===== config.mk =====
export PLATFORM = sky130hd
export DESIGN_NAME = led_pattern_shifter
export DESIGN_NICKNAME = d
export VERILOG_FILES = /design/src/rtl/led_pkg.sv /design/src/rtl/led_tick_qualifier.sv /design/src/rtl/led_pattern_shifter.sv
export SDC_FILE = /design/constraint.sdc
export NUM_CORES = 1
export LEC_CHECK = 0
export CAP_MARGIN = 25
export CORE_MARGIN = 10
export CORE_UTILIZATION = 34
export CTS_CLUSTER_SIZE = 40
export DETAILED_ROUTE_END_ITERATION = 10
export DONT_BUFFER_PORTS = 1
export SLEW_MARGIN = 20
export SYNTH_ARGS = -nofsm -noshare
export SYNTH_HDL_FRONTEND = slang
export SYNTH_SLANG_ARGS = --single-unit

===== constraint.sdc =====
create_clock -name clock -period 1.6 [get_ports clock]
set_input_delay 0.16 -clock clock [delete_from_list [all_inputs] [get_ports clock]]
set_output_delay 0.16 -clock clock [all_outputs]
set_load 0.02 [all_outputs]

===== src/rtl/led_pkg.sv =====
// Shared mode and state encodings for the LED pattern shifter.
package led_pkg;

  typedef logic [1:0] mode_t;

  localparam mode_t MODE_ROT_L = 2'b00;
  localparam mode_t MODE_ROT_R = 2'b01;
  localparam mode_t MODE_FLASH = 2'b10;
  localparam mode_t MODE_PP    = 2'b11;

  typedef enum logic [2:0] {
    ST_ROT_L = 3'd0,
    ST_ROT_R = 3'd1,
    ST_FLASH = 3'd2,
    ST_PP_UP = 3'd3,
    ST_PP_DN = 3'd4
  } state_t;

  function automatic state_t mode_state(input mode_t m);
    case (m)
      MODE_ROT_R: return ST_ROT_R;
      MODE_FLASH: return ST_FLASH;
      MODE_PP:    return ST_PP_UP;
      default:    return ST_ROT_L;
    endcase
  endfunction

endpackage


===== src/rtl/led_tick_qualifier.sv =====
// Gates the rate tick with the run-enable switch; purely combinational.
module led_tick_qualifier (
  input  logic i_valid,
  input  logic i_enable,
  output logic o_tick
);

  assign o_tick = i_valid & i_enable;

endmodule


===== src/rtl/led_pattern_shifter.sv =====
// LED pattern register advanced on each qualified rate tick, mode selected by switches.
// Define LED_PINGPONG_EN to give mode 11 a ping-pong pattern; otherwise it aliases rotate-left.
module led_pattern_shifter
  import led_pkg::*;
#(
  parameter int NB_LEDS = 4,
  parameter int NB_MODE = 2
) (
  input  logic               clock,
  input  logic               i_reset,
  input  logic               i_valid,
  input  logic               i_enable,
  input  logic [NB_MODE-1:0] i_mode,
  output logic [NB_LEDS-1:0] o_led,
  output logic               o_wrap
);

  localparam logic [NB_LEDS-1:0] SEED = {{(NB_LEDS-1){1'b0}}, 1'b1};
  localparam logic [NB_LEDS-1:0] ONES = {NB_LEDS{1'b1}};

  function automatic logic [NB_LEDS-1:0] start_pat(input logic [NB_MODE-1:0] m);
    return (m == MODE_FLASH) ? ONES : SEED;
  endfunction

  logic               tick;
  logic [NB_MODE-1:0] eff_mode, mode_q, mode_d;
  state_t             state_q, state_d;
  logic [NB_LEDS-1:0] led_d, shl, shr;
  logic               wrap_d, legal;

  led_tick_qualifier u_tick (
    .i_valid  (i_valid),
    .i_enable (i_enable),
    .o_tick   (tick)
  );

`ifdef LED_PINGPONG_EN
  assign eff_mode = i_mode;
`else
  // Mode 11 folds onto rotate-left so even the reload/wrap timing matches mode 00.
  assign eff_mode = (i_mode == MODE_PP) ? MODE_ROT_L : i_mode;
`endif

  assign shl = {o_led[NB_LEDS-2:0], o_led[NB_LEDS-1]};
  assign shr = {o_led[0], o_led[NB_LEDS-1:1]};

  always_comb begin
    state_d = state_q;
    led_d   = o_led;
    mode_d  = mode_q;
    wrap_d  = 1'b0;
    legal   = 1'b1;
    if (tick) begin
      if (eff_mode != mode_q) begin
        mode_d  = eff_mode;
        state_d = mode_state(eff_mode);
        led_d   = start_pat(eff_mode);
      end else begin
        case (state_q)
          ST_ROT_L: led_d = shl;
          ST_ROT_R: led_d = shr;
          ST_FLASH: led_d = ~o_led;
`ifdef LED_PINGPONG_EN
          ST_PP_UP: begin
            led_d = shl;
            if (shl[NB_LEDS-1]) state_d = ST_PP_DN;
          end
          ST_PP_DN: begin
            led_d = shr;
            if (shr == SEED) state_d = ST_PP_UP;
          end
`endif
          default: begin
            legal   = 1'b0;
            state_d = ST_ROT_L;
            led_d   = SEED;
            mode_d  = MODE_ROT_L;
          end
        endcase
        wrap_d = legal && (led_d == start_pat(mode_q));
      end
    end
  end

  always_ff @(posedge clock) begin
    if (i_reset) begin
      state_q <= ST_ROT_L;
      o_led   <= SEED;
      o_wrap  <= 1'b0;
      mode_q  <= MODE_ROT_L;
    end else begin
      state_q <= state_d;
      o_led   <= led_d;
      o_wrap  <= wrap_d;
      mode_q  <= mode_d;
    end
  end

endmodule

==> impl_metrics.yaml, run 1 <==
synthesis:
  syn_nets: 67
  syn_avg_cell_area_um2: 7.75
  ys_seq_area_frac: 0.296
  ys_warn_count: 0
  synth_top_area_frac: 0.296
  syn-instance-count: 61
  synth_area_leaders: "dfxtp_1, a211oi_2, nor2_1"
  yosysTopAreaCell: "dfxtp_1"
  synthesis.area_um2: 473
  synth_cell_type_count: 28
  ys_seq_elements: 7
cells_and_area:
  layoutNonFillerInstCount: 83
  final_cell_mix: "nor2_1, dfxtp_1, a21oi_1, nand2_1, buf_4"
  drive_above_1_share: 0.176
  syn2layout_area_growth_pct: 14.8
  num-nets-final: 75
  n_antenna_cell: 0
  final_util: 0.417
  final_common_cell: "nor2_1"
critical_path:
  crit_chain: "and4bb_1 -> a221o_1 -> o21ai_1 -> a211oi_2"
  cpLargestDelayFamily: "flip-flops"
  worst_ep_arrival_time_ps: 1560
  start_kind: "flip-flop"
  crit_type: "flip-flop to flip-flop"
  end_kind: "flip-flop"
  crit_required_ps: 1720
  crit_buf_inv: 0
  critPathMaxFanout: 13
  cp_slowest_cell: "dfxtp_1"
  slowest_delay_ps: 540
detailed_routing:
  num_vias: 451
  ant_nets: 0
  drc: 0
  vias_per_cell: 5.43
  avgRoutedWirePerCell_um: 13.4
  drt_wl_total_um: 1110
  drt_iter0_drc: 5
  drt_pass1_iterations: 4
global_routing:
  grt_usage: 0.0760
  grt_max_degree: 14
  grt_pass1_wl_um: 2010
  grt_overflow: 0
  grt_pass1_vias: 454
  grt_antenna_before_repair: 0
timing:
  slew_headroom: 0.752
  tightestPinTransition_ps: 371
  finClkSkew_ps: 1.37
  rsz0062_at_grt: "no"
  final-max-slew-violation-count: 0
  hold_viol_final: 0
  tns_ps: 0
  fin_crit_ps: 1440
  setup-violations-final: 0
  max_freq_ghz: 0.695
  hold_ws_ps: 78.5
  fin_crit_sh: 0.900
min_path:
  hp-class: "input port to flip-flop"
clock_network:
  clk_path_buf_depth: 2
  cts_resized: 0
  cts_root_buf: "clkbuf_4"
  cts.sinks: 7
  worst_skew_pair.late_latency_ps: 250
  h-tree-depth: 1
  cts_tree: "built"
  path_clk_slew_ps: 50
  cts_inserted_buffers: 3
die:
  die_w_um: 57.3
  start_util: 0.363
  num_io_pins: 11
  chipHeight_um: 57.3
  rows: 13
  dieArea_mm2: 0.00328
  coreArea_mm2: 0.00130
flow_run:
  drv_cap: 0
run_status:
  outcome: "complete, no violations"
pwr:
  leakage_nw: 0.206
  total_power_uw: 442
  powerDensity_mw_per_mm2: 815
  ir_drop_v: 0.000612
place:
  dp_hpwl_um: 857
  place_congestion: 0.765
  dp_cells: 78
  io_buffers: 0
[cells by family after synthesis]
family	synth area share
AND/OR/NAND/NOR	0.328
AO/OA/AOI/OAI	0.286
flip-flops	0.296
buffers and inverters	0.0714
XOR/XNOR	0.0185
[flip-flops by register name, summed over array words and instances, names as in the netlist]
name / flops
o_wrap: 1
mode_q: 2
o_led: 4
[cell type report]
cell class	instances	area (µm²)
multi-input combinational	48	299
fill	141	758
sequential	7	140
tap	15	18.8
clock buffer	4	26.3
timing repair buffer	6	47.5
inverter	3	11.3
[what timing repair did]
action,CTS,global route
buffers inserted,0,0
hold buffers,1,0
endpoints found under the hold margin,5,0
[cells in the mapped netlist]
cell type and n:
nor2_1 8, buf_6 1, nor2b_1 2, nor2_2 1, nand2_1 5, a21oi_1 5, or2b_1 1, nor3_1 4
o32ai_1 1, xnor2_1 1, o31ai_1 1, nor3b_1 1, buf_1 1, a211oi_2 3, and2b_1 2, nand2b_1 2
buf_4 1, o31a_1 1, and4bb_1 1, a221oi_1 1, o21ai_1 3, a211oi_1 1, a221o_1 1, a31oi_1 1
inv_1 3, and3_1 1, and2_1 1, dfxtp_1 7
[where the power goes]
group          internal [mW]  switching [mW]
Combinational         0.0398          0.0477
Clock                 0.0950          0.0632
Sequential             0.183          0.0137
[stage by stage]
stage | instance area [µm²] | setup WS [ps]
after CTS | 543 | 167
final | 543 | 161
after floorplan | 473 | 319
after detailed placement | 507 | 179
after global placement | 507 | 198
after global routing | 543 | 34.8
[worst paths after layout]
check	from	to	slack, ps	cells after the start
max reg2reg	mode_q[1]	o_led[1]	160	4
min reg2reg	mode_q[0]	mode_q[0]	540	2
min	i_reset	o_led[0]	80	2
max	mode_q[1]	o_led[1]	160	4
[layer usage]
layer | vias up | part of all wire | global-route usage
met1 | 206 | 0.48 | 0.0891
met4 | 0 | 0 | 0.0302
met3 | 0 | 0.12 | 0.0619
met2 | 15 | 0.39 | 0.0977
li1 | 230 | - | -
met5 | - | 0 | 0
Power figures use the tool's default switching activity.
==> inputs of run 2 (changes only) <==
--- a/config.mk
+++ b/config.mk
@@ -6,11 +6,12 @@
 export NUM_CORES = 1
 export LEC_CHECK = 0
 export CAP_MARGIN = 25
-export CORE_MARGIN = 10
-export CORE_UTILIZATION = 34
+export CORE_AREA = 10 10 47 49
 export CTS_CLUSTER_SIZE = 40
 export DETAILED_ROUTE_END_ITERATION = 10
+export DIE_AREA = 0 0 57 59
 export DONT_BUFFER_PORTS = 1
+export GPL_ROUTABILITY_DRIVEN = 1
 export SLEW_MARGIN = 20
 export SYNTH_ARGS = -nofsm -noshare
 export SYNTH_HDL_FRONTEND = slang
==> run 2 against run 1 <==
Against the previous run: design area is 0.23% higher; sequential power hardly changed; first-iteration DRC count grew to 4.4 times the previous value; global-route usage is 0.18 points higher; sequential cell count stayed put; largest cell class unchanged.
==> impl_metrics.yaml, run 2 (synthesis gave the netlist of run 1 again) <==
detailed_routing:
  vias_per_cell: 5.49
  drt_pass1_iterations: 4
  drc: 0
  ant_nets: 0
  avgRoutedWirePerCell_um: 14.0
  num_vias: 461
  drt_iter0_drc: 22
  drt_wl_total_um: 1180
global_routing:
  grt_usage: 0.0778
  grt_use_met3: 0.0365
  grt_antenna_before_repair: 0
  grt_overflow: 0
  grtUsageMet1: 0.0797
  grt_max_degree: 11
  grt_util_met2: 0.126
  grt_pass1_wl_um: 2080
  top_usage_layer: "met2"
  grt_pass1_vias: 476
cells_and_area:
  num-nets-final: 75
  nFillCells: 147
  syn2layout_area_growth_pct: 15.1
  drive_above_1_share: 0.176
  top_register: "o_led"
  n_antenna_cell: 0
  largest_reg_flops: 4
  final_cell_mix: "nor2_1, dfxtp_1, a21oi_1, nand2_1, buf_4"
  largestRegisters: "o_led: 4 flops, mode_q: 2 flops, o_wrap: 1 flops"
  final_common_cell: "nor2_1"
clock_network:
  cts.sinks: 7
  post-cts-setup-buffer-count: 0
  cts_tree: "built"
  cts_inserted_buffers: 3
  path_clk_slew_ps: 50
  cts_root_buf: "clkbuf_4"
  clk_path_buf_depth: 2
  worst_skew_pair.late_latency_ps: 260
  h-tree-depth: 1
timing:
  setup-violations-final: 0
  tightestPinTransition_ps: 408
  finClkSkew_ps: 1.79
  finalWorstSetupSlack_ps: 185
  fin_crit_ps: 1410
  tns_ps: 0
  hold_viol_final: 0
  final-max-slew-violation-count: 0
  rsz0062_at_grt: "no"
  fin_crit_sh: 0.884
  slew_headroom: 0.728
  max_freq_ghz: 0.707
die:
  num_io_pins: 11
  dieArea_mm2: 0.00336
  coreArea_mm2: 0.00140
  start_util: 0.338
  rows: 14
  chipHeight_um: 59
  die_w_um: 57
critical_path:
  crit_required_ps: 1750
  crit_type: "flip-flop to flip-flop"
  worst_ep_arrival_time_ps: 1560
  critPathMaxFanout: 10
  end_kind: "flip-flop"
  start_kind: "flip-flop"
pwr:
  seq_power_share: 0.433
  powerDensity_mw_per_mm2: 827
  p_sw_uw: 132
  leakage_nw: 0.206
  pwr-share-clk: 0.366
  p_sw_frac: 0.293
  internal-power_uw: 318
  combPwrFrac: 0.200
  ir_drop_v: 0.000422
  total_power_uw: 450
place:
  io_buffers: 0
  dp_hpwl_um: 901
  place_congestion: 0.884
  post-place-ws_ps: 250
min_path:
  hp-class: "input port to flip-flop"
run_status:
  outcome: "complete, no violations"
flow_run:
  drv_cap: 0
[run 2: layout make-up]
type,instances,area [µm²],share of cell area
clock buffer,4,26.3,0.0483
inverter,3,11.3,0.0207
multi-input combinational,48,299,0.549
sequential,7,140,0.257
tap,16,20.0,0.0368
timing repair buffer,6,47.5,0.0874
[run 2: path summary, 6_finish.rpt]
check	start	end	slack [ps]	cells past startpoint
setup / recovery	mode_q[1]	o_wrap	190	5
hold reg to reg	o_led[1]	o_led[1]	620	2
hold / removal	i_reset	o_led[0]	80	2
setup reg to reg	mode_q[1]	o_wrap	190	5
[run 2: worst max-delay path, cell delays in order (launching register included)]
cell	delay [ps]
dfxtp_1	380
buf_4	200
nor2b_1	130
o32ai_1	330
nor3_1	80
and3_1	180
[run 2: repair_timing]
action,in CTS,in global routing
hold buffers,1,0
endpoints found under the hold margin,5,0
resized for setup,0,0
endpoints found under the setup margin,0,0
[run 2: per-stage QoR]
stage           util  area (µm²)  hold slack [ps]  std cells
6_report       0.388         544             78.0         84
3_5_place_dp   0.363         508              227         79
3_3_place_gp   0.363         508              227         79
2_1_floorplan      -         473              376         61
5_1_grt        0.388         544              106         84
4_1_cts        0.388         544             68.3         84
[run 2: metal layers]
metal	vias to the layer above	wire length, µm
met5	-	0
met4	0	27
met3	4	91
met2	15	524
met1	210	534
li1	232	-
[run 2: power groups by stage]
stage	clock network (mW)	logic, mW	registers (mW)
2_1_floorplan	0	0.0612	0.204
3_3_place_gp	0	0.0855	0.199
3_5_place_dp	0	0.0856	0.199
4_1_cts	0.171	0.0905	0.195
5_1_grt	0.187	0.101	0.196
6_report	0.165	0.0901	0.195
==> inputs of run 3 (changes only) <==
--- a/config.mk
+++ b/config.mk
@@ -12,7 +12,7 @@
 export DIE_AREA = 0 0 57 59
 export DONT_BUFFER_PORTS = 1
 export GPL_ROUTABILITY_DRIVEN = 1
-export SLEW_MARGIN = 20
 export SYNTH_ARGS = -nofsm -noshare
 export SYNTH_HDL_FRONTEND = slang
 export SYNTH_SLANG_ARGS = --single-unit
+export TNS_END_PERCENT = 5
==> constraint.sdc (replaced) <==
create_clock -name clock -period 1.8 [get_ports clock]
set_input_delay 0.18 -clock clock [delete_from_list [all_inputs] [get_ports clock]]
set_output_delay 0.18 -clock clock [all_outputs]
set_load 0.02 [all_outputs]
==> run 3 against run 2 <==
Against the previous run: sequential share of layout area is 1.1 points higher; critical path depth is 1 lower; non-clock buffer count is 3 lower; combinational power is 24% lower; critical path type unchanged; wire length is 6.3% lower; critical endpoint is now o_led[2].
==> impl_metrics.yaml, run 3 (synthesis gave the netlist of run 1 again) <==
detailed_routing:
  drt_pass1_iterations: 4
  num_vias: 454
  vias_per_cell: 5.60
  drt_wl_total_um: 1100
  ant_nets: 0
  avgRoutedWirePerCell_um: 13.6
  drc: 0
  drt_iter0_drc: 14
die:
  num_io_pins: 11
  start_util: 0.338
  coreArea_mm2: 0.00140
  die_w_um: 57
  chipHeight_um: 59
  dieArea_mm2: 0.00336
  rows: 14
critical_path:
  crit_type: "flip-flop to flip-flop"
  crit_chain: "and4bb_1 -> a221o_1 -> o21ai_1 -> a211oi_2"
  start_kind: "flip-flop"
  slowest_delay_ps: 630
  crit_required_ps: 1930
  cp_slowest_cell: "dfxtp_1"
  critPathMaxFanout: 17
  cpLargestDelayFamily: "flip-flops"
  worst_ep_arrival_time_ps: 1660
  crit_buf_inv: 0
  end_kind: "flip-flop"
cells_and_area:
  num-nets-final: 72
  fin_area_um2: 522
  top_register: "o_led"
  n_antenna_cell: 0
  final_cell_mix: "nor2_1, dfxtp_1, a21oi_1, nand2_1, nor3_1"
  drive_above_1_share: 0.138
  largest_reg_flops: 4
  final_common_cell: "nor2_1"
  layoutNonFillerInstCount: 81
  syn2layout_area_growth_pct: 10.3
  largestRegisters: "o_led: 4 flops, mode_q: 2 flops, o_wrap: 1 flops"
flow_run:
  drv_cap: 0
pwr:
  internal-power_uw: 279
  seq_power_share: 0.450
  ir_drop_v: 0.000345
  total_power_uw: 398
  powerDensity_mw_per_mm2: 763
  combPwrFrac: 0.171
  p_sw_uw: 119
  p_sw_frac: 0.298
  leakage_nw: 0.190
  pwr-share-clk: 0.378
timing:
  rsz0062_at_grt: "no"
  final-max-slew-violation-count: 0
  max_freq_ghz: 0.654
  hold_viol_final: 0
  fin_crit_sh: 0.850
  finClkSkew_ps: 4.53
  fin_crit_ps: 1530
  setup-violations-final: 0
  tns_ps: 0
  tightestPinTransition_ps: 491
  slew_headroom: 0.672
min_path:
  hp-class: "input port to flip-flop"
place:
  place_congestion: 0.862
  dp_cells: 76
  place_area_um2: 485
  io_buffers: 0
  dp_hpwl_um: 809
clock_network:
  h-tree-depth: 1
  cts.sinks: 7
  cts_root_buf: "clkbuf_4"
  cts_resized: 0
  clk_path_buf_depth: 2
  cts_inserted_buffers: 3
  worst_skew_pair.late_latency_ps: 260
  cts_tree: "built"
  post-cts-setup-buffer-count: 0
  path_clk_slew_ps: 60
global_routing:
  grt_pass1_vias: 426
  grt_max_degree: 18
  grt_pass1_wl_um: 1840
  grt_antenna_before_repair: 0
  grt_usage: 0.0678
  grt_overflow: 0
run_status:
  outcome: "complete, no violations"
[run 3: worst paths after layout]
check | end | start | slack [ps] | cells past startpoint
worst min-delay path | o_led[0] | i_reset | 130 | 2
worst min register to register | o_led[3] | o_led[3] | 660 | 2
worst max-delay path | o_led[2] | mode_q[1] | 270 | 4
worst max register to register | o_led[2] | mode_q[1] | 270 | 4
[run 3: area by class of cell]
cell class	instances	area [µm²]
Fill cell	154	880
Multi-Input combinational cell	48	299
Sequential cell	7	140
Clock buffer	4	26.3
Timing Repair Buffer	3	25.0
Tap cell	16	20.0
Inverter	3	11.3
[run 3: per-layer routing]
| layer | wire length [µm] | track usage | vias up | share of wire |
|---|---|---|---|---|
| li1 | - | - | 226 | - |
| met4 | 16 | 0.0503 | 0 | 0.015 |
| met5 | 0 | 0 | - | 0 |
| met2 | 544 | 0.118 | 16 | 0.49 |
| met1 | 450 | 0.0629 | 210 | 0.41 |
| met3 | 91 | 0.0279 | 2 | 0.083 |
[run 3: through the flow]
step | utilization | hold WS [ps] | worst slack, ps
floorplan | - | 396 | 519
global placement | 0.346 | 246 | 291
detailed placement | 0.346 | 247 | 295
CTS | 0.372 | 109 | 273
global route | 0.372 | 128 | 150
finish | 0.372 | 128 | 270
[run 3: what timing repair did]
| action | in CTS | in global routing |
|---|---|---|
| setup endpoints to repair | 0 | 0 |
| endpoints found under the hold margin | 5 | 0 |
| hold buffers | 1 | 0 |
[run 3: power groups by stage]
stage	combinational (mW)	clock [mW]	sequential, mW
CTS	0.0688	0.158	0.179
global placement	0.0649	0	0.183
detailed placement	0.0646	0	0.183
floorplan	0.0544	0	0.182
finish	0.0682	0.151	0.179
global route	0.0752	0.168	0.181
